File: config.mk
export PLATFORM = sky130hd
export DESIGN_NAME = riscv_datapath
export DESIGN_NICKNAME = d
export VERILOG_FILES = /design/src/rtl/riscv_datapath.sv
export SDC_FILE = /design/constraint.sdc
export NUM_CORES = 2
export LEC_CHECK = 0
export BUFFER_PORTS_ARGS = -buffer_cell sky130_fd_sc_hd__buf_2
export CELL_PAD_IN_SITES_DETAIL_PLACEMENT = 1
export CELL_PAD_IN_SITES_GLOBAL_PLACEMENT = 1
export CORE_MARGIN = 5
export CORE_UTILIZATION = 40
export CTS_BUF_LIST = sky130_fd_sc_hd__clkbuf_4 sky130_fd_sc_hd__clkbuf_8
export DETAILED_ROUTE_END_ITERATION = 10
export PLACE_DENSITY_LB_ADDON = 0.1
export SETUP_SLACK_MARGIN = 0.3
export SLEW_MARGIN = 40
export SYNTH_ARGS = -nofsm -noshare
export SYNTH_HDL_FRONTEND = slang
export SYNTH_SLANG_ARGS = --single-unit
File: constraint.sdc
create_clock -name clk -period 13.46 [get_ports clk]
set_input_delay 0.673 -clock clk [delete_from_list [all_inputs] [get_ports clk]]
set_output_delay 0.673 -clock clk [all_outputs]
set_load 0.005 [all_outputs]
File: src/rtl/riscv_datapath.sv
// rtl/riscv_datapath.sv - RV32I single-cycle datapath: PC, register file, immediate generator, ALU, writeback mux
module riscv_datapath #(
    parameter logic [31:0] INITIAL_PC = 32'h00400000
) (
    input  logic        clk,
    input  logic        rst,
    input  logic [31:0] instr,
    input  logic [31:0] dReadData,
    input  logic        loadPC,
    input  logic        PCSrc,
    input  logic        ALUSrc,
    input  logic [3:0]  ALUCtrl,
    input  logic        RegWrite,
    input  logic        MemToReg,
    output logic [31:0] PC,
    output logic [31:0] dAddress,
    output logic [31:0] dWriteData,
    output logic [31:0] WriteBackData,
    output logic        Zero
);
    logic [31:0] r_regs [32];
    logic [31:0] r_pc;

    logic [4:0]  w_rs1_addr;
    logic [4:0]  w_rs2_addr;
    logic [4:0]  w_rd_addr;
    logic [31:0] w_rs1_data;
    logic [31:0] w_rs2_data;
    logic [31:0] w_imm;
    logic [31:0] w_branch_imm;
    logic [31:0] w_alu_b;
    logic [31:0] w_alu_result;
    logic [31:0] w_wb_data;
    logic        w_unused_funct3;

    assign w_rs1_addr = instr[19:15];
    assign w_rs2_addr = instr[24:20];
    assign w_rd_addr  = instr[11:7];

    // funct3 is decoded outside this block and only arrives here as ALUCtrl
    assign w_unused_funct3 = ^instr[14:12];

    assign w_rs1_data = (w_rs1_addr == 5'd0) ? 32'h0 : r_regs[w_rs1_addr];
    assign w_rs2_data = (w_rs2_addr == 5'd0) ? 32'h0 : r_regs[w_rs2_addr];

    assign w_branch_imm = {{19{instr[31]}}, instr[31], instr[7], instr[30:25], instr[11:8], 1'b0};

    always_comb begin
        w_imm = 32'h0;
        case (instr[6:0])
            7'b0000011,
            7'b0010011,
            7'b1100111: w_imm = {{20{instr[31]}}, instr[31:20]};
            7'b0100011: w_imm = {{20{instr[31]}}, instr[31:25], instr[11:7]};
            7'b1100011: w_imm = w_branch_imm;
            default:    w_imm = 32'h0;
        endcase
    end

    assign w_alu_b = ALUSrc ? w_imm : w_rs2_data;

    always_comb begin
        w_alu_result = 32'h0;
        case (ALUCtrl)
            4'b0000: w_alu_result = w_rs1_data & w_alu_b;
            4'b0001: w_alu_result = w_rs1_data | w_alu_b;
            4'b0010: w_alu_result = w_rs1_data + w_alu_b;
            4'b0110: w_alu_result = w_rs1_data - w_alu_b;
            4'b0101: w_alu_result = w_rs1_data ^ w_alu_b;
            4'b0100: w_alu_result = {31'h0, ($signed(w_rs1_data) < $signed(w_alu_b))};
            4'b1001: w_alu_result = w_rs1_data << w_alu_b[4:0];
            4'b1000: w_alu_result = w_rs1_data >> w_alu_b[4:0];
            4'b1010: w_alu_result = $unsigned($signed(w_rs1_data) >>> w_alu_b[4:0]);
            default: w_alu_result = 32'h0;
        endcase
    end

    assign w_wb_data = MemToReg ? dReadData : w_alu_result;

    // Same-cycle reads see the pre-edge contents; there is deliberately no write bypass
    always_ff @(posedge clk) begin
        if (rst) begin
            for (int i = 0; i < 32; i++) begin
                r_regs[i] <= 32'h0;
            end
        end else if (RegWrite && (w_rd_addr != 5'd0)) begin
            r_regs[w_rd_addr] <= w_wb_data;
        end
    end

    always_ff @(posedge clk) begin
        if (rst) begin
            r_pc <= INITIAL_PC;
        end else if (loadPC) begin
            r_pc <= PCSrc ? (r_pc + w_branch_imm) : (r_pc + 32'd4);
        end
    end

    assign PC            = r_pc;
    assign dAddress      = w_alu_result;
    assign dWriteData    = w_rs2_data;
    assign WriteBackData = w_wb_data;
    assign Zero          = (w_alu_result == 32'h0);
endmodule

==> flow_summary.toml <==
[logic_synthesis]
synth-main-ff-cell = "edfxtp_1"
synthSimpleGateAreaFrac_pct = 12.4
synth.most_common_cell = "nor2_1"
synth_top_family_by_area = "multiplexers"
netlist_top_cells_area = "edfxtp_1 47%, mux4_2 17%, nor2_1 6.9%"
synth_edf_count = 1024
synth_xor_area_share_pct = 0.457
synth_common_cells = "1188 x nor2_1, 1024 x edfxtp_1, 479 x mux4_2"
synth_compound_area_share_pct = 9.61
async_flop_share_pct = 0
syn_area_per_cell_um2 = 11.8
synth-seq-cells = 1055
yosysSeqAreaShare_pct = 48.2
muxShareOfSynthArea_pct = 22.4
syn_area_um2 = 65100
yosys_warnings = 0
ys_types = 96
yosysTopAreaCell = "edfxtp_1"
synth_cells = 5531
synth_top_area_share_pct = 47.2
synthAdderAreaFrac_pct = 2.55

[routing]
wl_um = 299000
via_per_inst = 6.57
ant_nets = 0
drt_iter0_markers = 6437
dr.pass1.iters = 6
wl_per_cell_um = 37.5
dr_total_vias = 52500
route.detailed.drc = 0

[timing]
worst_slew_pin_slew_ns = 0.953
finClkSkew_ns = 0.0599
hold_violations = 0
setup_tns_ns = 0
timing.hold.ws_ns = 0.210
timing.fmax_ghz = 0.0939
relSlewSlack_pct = 36.5
min_period_over_period_pct = 79.1
setup_viol = 0
min_period_ns = 10.65
rsz0062_at_grt = "false"
slew_viol_final = 0

[clock_network]
worst_skew_pair.late_latency_ns = 0.99
cts_resized = 0
cts_setup_buffers = 0
clock_path_buffers = 3
cts.sinks = 1055
cts_buffers = 189
ctsHoldBuffers = 0
htreeDepth = 4
cts_tree = "built"
cts-root-buf = "clkbuf_8"
clkTransAtPathRegs_ns = 0.07

[placed_design]
place.detailed.hpwl_um = 196000
place_congestion = 0.967
port_buffers = 199

[pwr]
power_density_nw_per_um2 = 124
swShare_pct = 33.5
p_switching_w = 0.00303
irDropWorstVdd_mv = 0.0924
comb_power_share_pct = 24.9
p_leak_nw = 27.5
p_int_w = 0.00600
p_seq_share_pct = 42.2
clkPwrFrac_pct = 32.9

[final_layout]
multi_input_area_um2 = 31800
drive_above_1_share_pct = 24.8
regArea_um2 = 31400
area_delta_synth_final_pct = 12.1
fillerInstances = 17100
nets = 5873

[setup_path]
required_ns = 12.79
start_kind = "primary input"
criticalPathCategory = "in -> out"
critPathCaptureType = "primary output"
worst-path-max-fanout = 24
arrival_ns = 9.98

[floorplanning]
core-area_um2 = 162000
die_w_um = 413
die_area_um2 = 171000
initial_core_util_pct = 40.1
rows = 148
fp.dieH_um = 413
pin_count = 204

[hold_path]
hp-class = "in -> reg"

[grt]
grt_pass1_vias = 52800
grt_usage_pct = 34.4
antenna_found_initial = 7
grt-ovfl-total = 0
grt_pass1_wl_um = 413000
grt_max_degree = 88

[run]
drv_cap = 0

[outcome]
outcome = "completed"
-- stage by stage --
step / total power (W) / instance area [um2] / cells / utilization [%] / worst slack, ns
final: 0.00902 / 73000 / 7990 / 45.0 / 2.81
after global routing: 0.00931 / 73000 / 7985 / 45.0 / 2.69
after CTS: 0.00902 / 72800 / 7979 / 44.9 / 3.04
after detailed placement: 0.00607 / 69300 / 7647 / 42.7 / 3.07
after global placement: 0.00603 / 69100 / 7642 / 42.6 / 2.28
after floorplan: 0.00509 / 65200 / 5563 / - / 5.17
-- sequential cells by signal, indices dropped and copies added, names as in the netlist --
name and cells:
PC 31, r_regs 1024
-- cells in the final DEF (no fill, tap or decap), types with 19 or more instances in the layout --
cell      instances
nor2_1         1185
edfxtp_1       1024
mux4_2          479
nand2_1         308
mux2i_1         244
a21oi_1         206
buf_4           205
clkbuf_8        194
buf_2           194
inv_1           159
o21ai_0         146
ha_1            128
clkbuf_4         78
o22ai_1          67
mux2_2           57
a211oi_1         56
nor3_1           52
nand3_1          48
a211o_1          46
o211ai_1         43
a22oi_1          38
nand2_2          35
a21o_1           34
conb_1           33
clkinv_1         32
mux2i_4          32
dfxtp_1          31
o221ai_1         31
nand2b_2         31
nand2b_1         29
a221oi_1         27
and2_1           25
or3_1            22
nor2b_1          22
xnor2_1          22
nand3b_1         20
and3_1           19
-- path summary, 6_finish.rpt --
kind	start	endpoint	depth (start not counted)	slack (ns)
min reg2reg	PC[19]	PC[19]	2	0.55
min	rst	PC[5]	2	0.21
max reg2reg	r_regs[16][1]	r_regs[25][31]	23	4.61
max	instr[18]	Zero	26	2.81
-- layer usage --
layer,global-route usage [%],share of wire [%]
met1,44.1,39
met2,56.1,47
met3,6.50,8.5
met4,17.1,5.7
met5,0,0.012
-- cells by family (layout without fill, tap and decap cells) --
family          count (synthesis)  after routing
simple gates                 1898           1898
flops                        1055           1055
compound gates                912            912
mux                           827            827
buf+inv                       673            918
fa+ha+maj                     131            131
xor+xnor                       34             34
other cells                     1             40
-- power by group through the flow --
stage          Combinational [W]  Sequential (W)  Clock (W)
2_1_floorplan            0.00124         0.00384          0
3_3_place_gp             0.00217         0.00386          0
3_5_place_dp             0.00220         0.00387          0
4_1_cts                  0.00220         0.00381    0.00301
5_1_grt                  0.00234         0.00382    0.00316
6_report                 0.00225         0.00381    0.00296
-- final cells by class --
type                    instances  share of cell area (%)
flip-flops and latches       1055                    43.0
clock buffers                 272                    4.46
inverters                     168                   0.864
multi-input cells            3835                    43.6
diodes                          7                  0.0240
well taps                    2175                    3.73
clock inverters                60                   0.425
repair buffers                418                    3.93
-- critical path, cell delays in order --
cell and delay, ns:
buf_2 0.32, buf_4 0.49, or3_4 0.61, buf_4 0.42, o22ai_1 0.14, a211o_1 0.40
a211oi_1 0.65, nor4b_1 0.15, buf_4 0.23, ha_1 0.48, nand2b_1 0.15, a21oi_1 0.06
nor2_1 0.19, o21ai_0 0.35, o21ai_0 0.53, a31oi_1 0.17, o31ai_1 0.66, a2111oi_0 0.23
a221o_1 0.35, o41ai_1 0.62, o31ai_1 0.16, a2111oi_0 0.45, o211ai_1 0.43, or3_1 0.46
nor4_2 0.30, buf_2 0.23
Power figures use the tool's default switching activity.
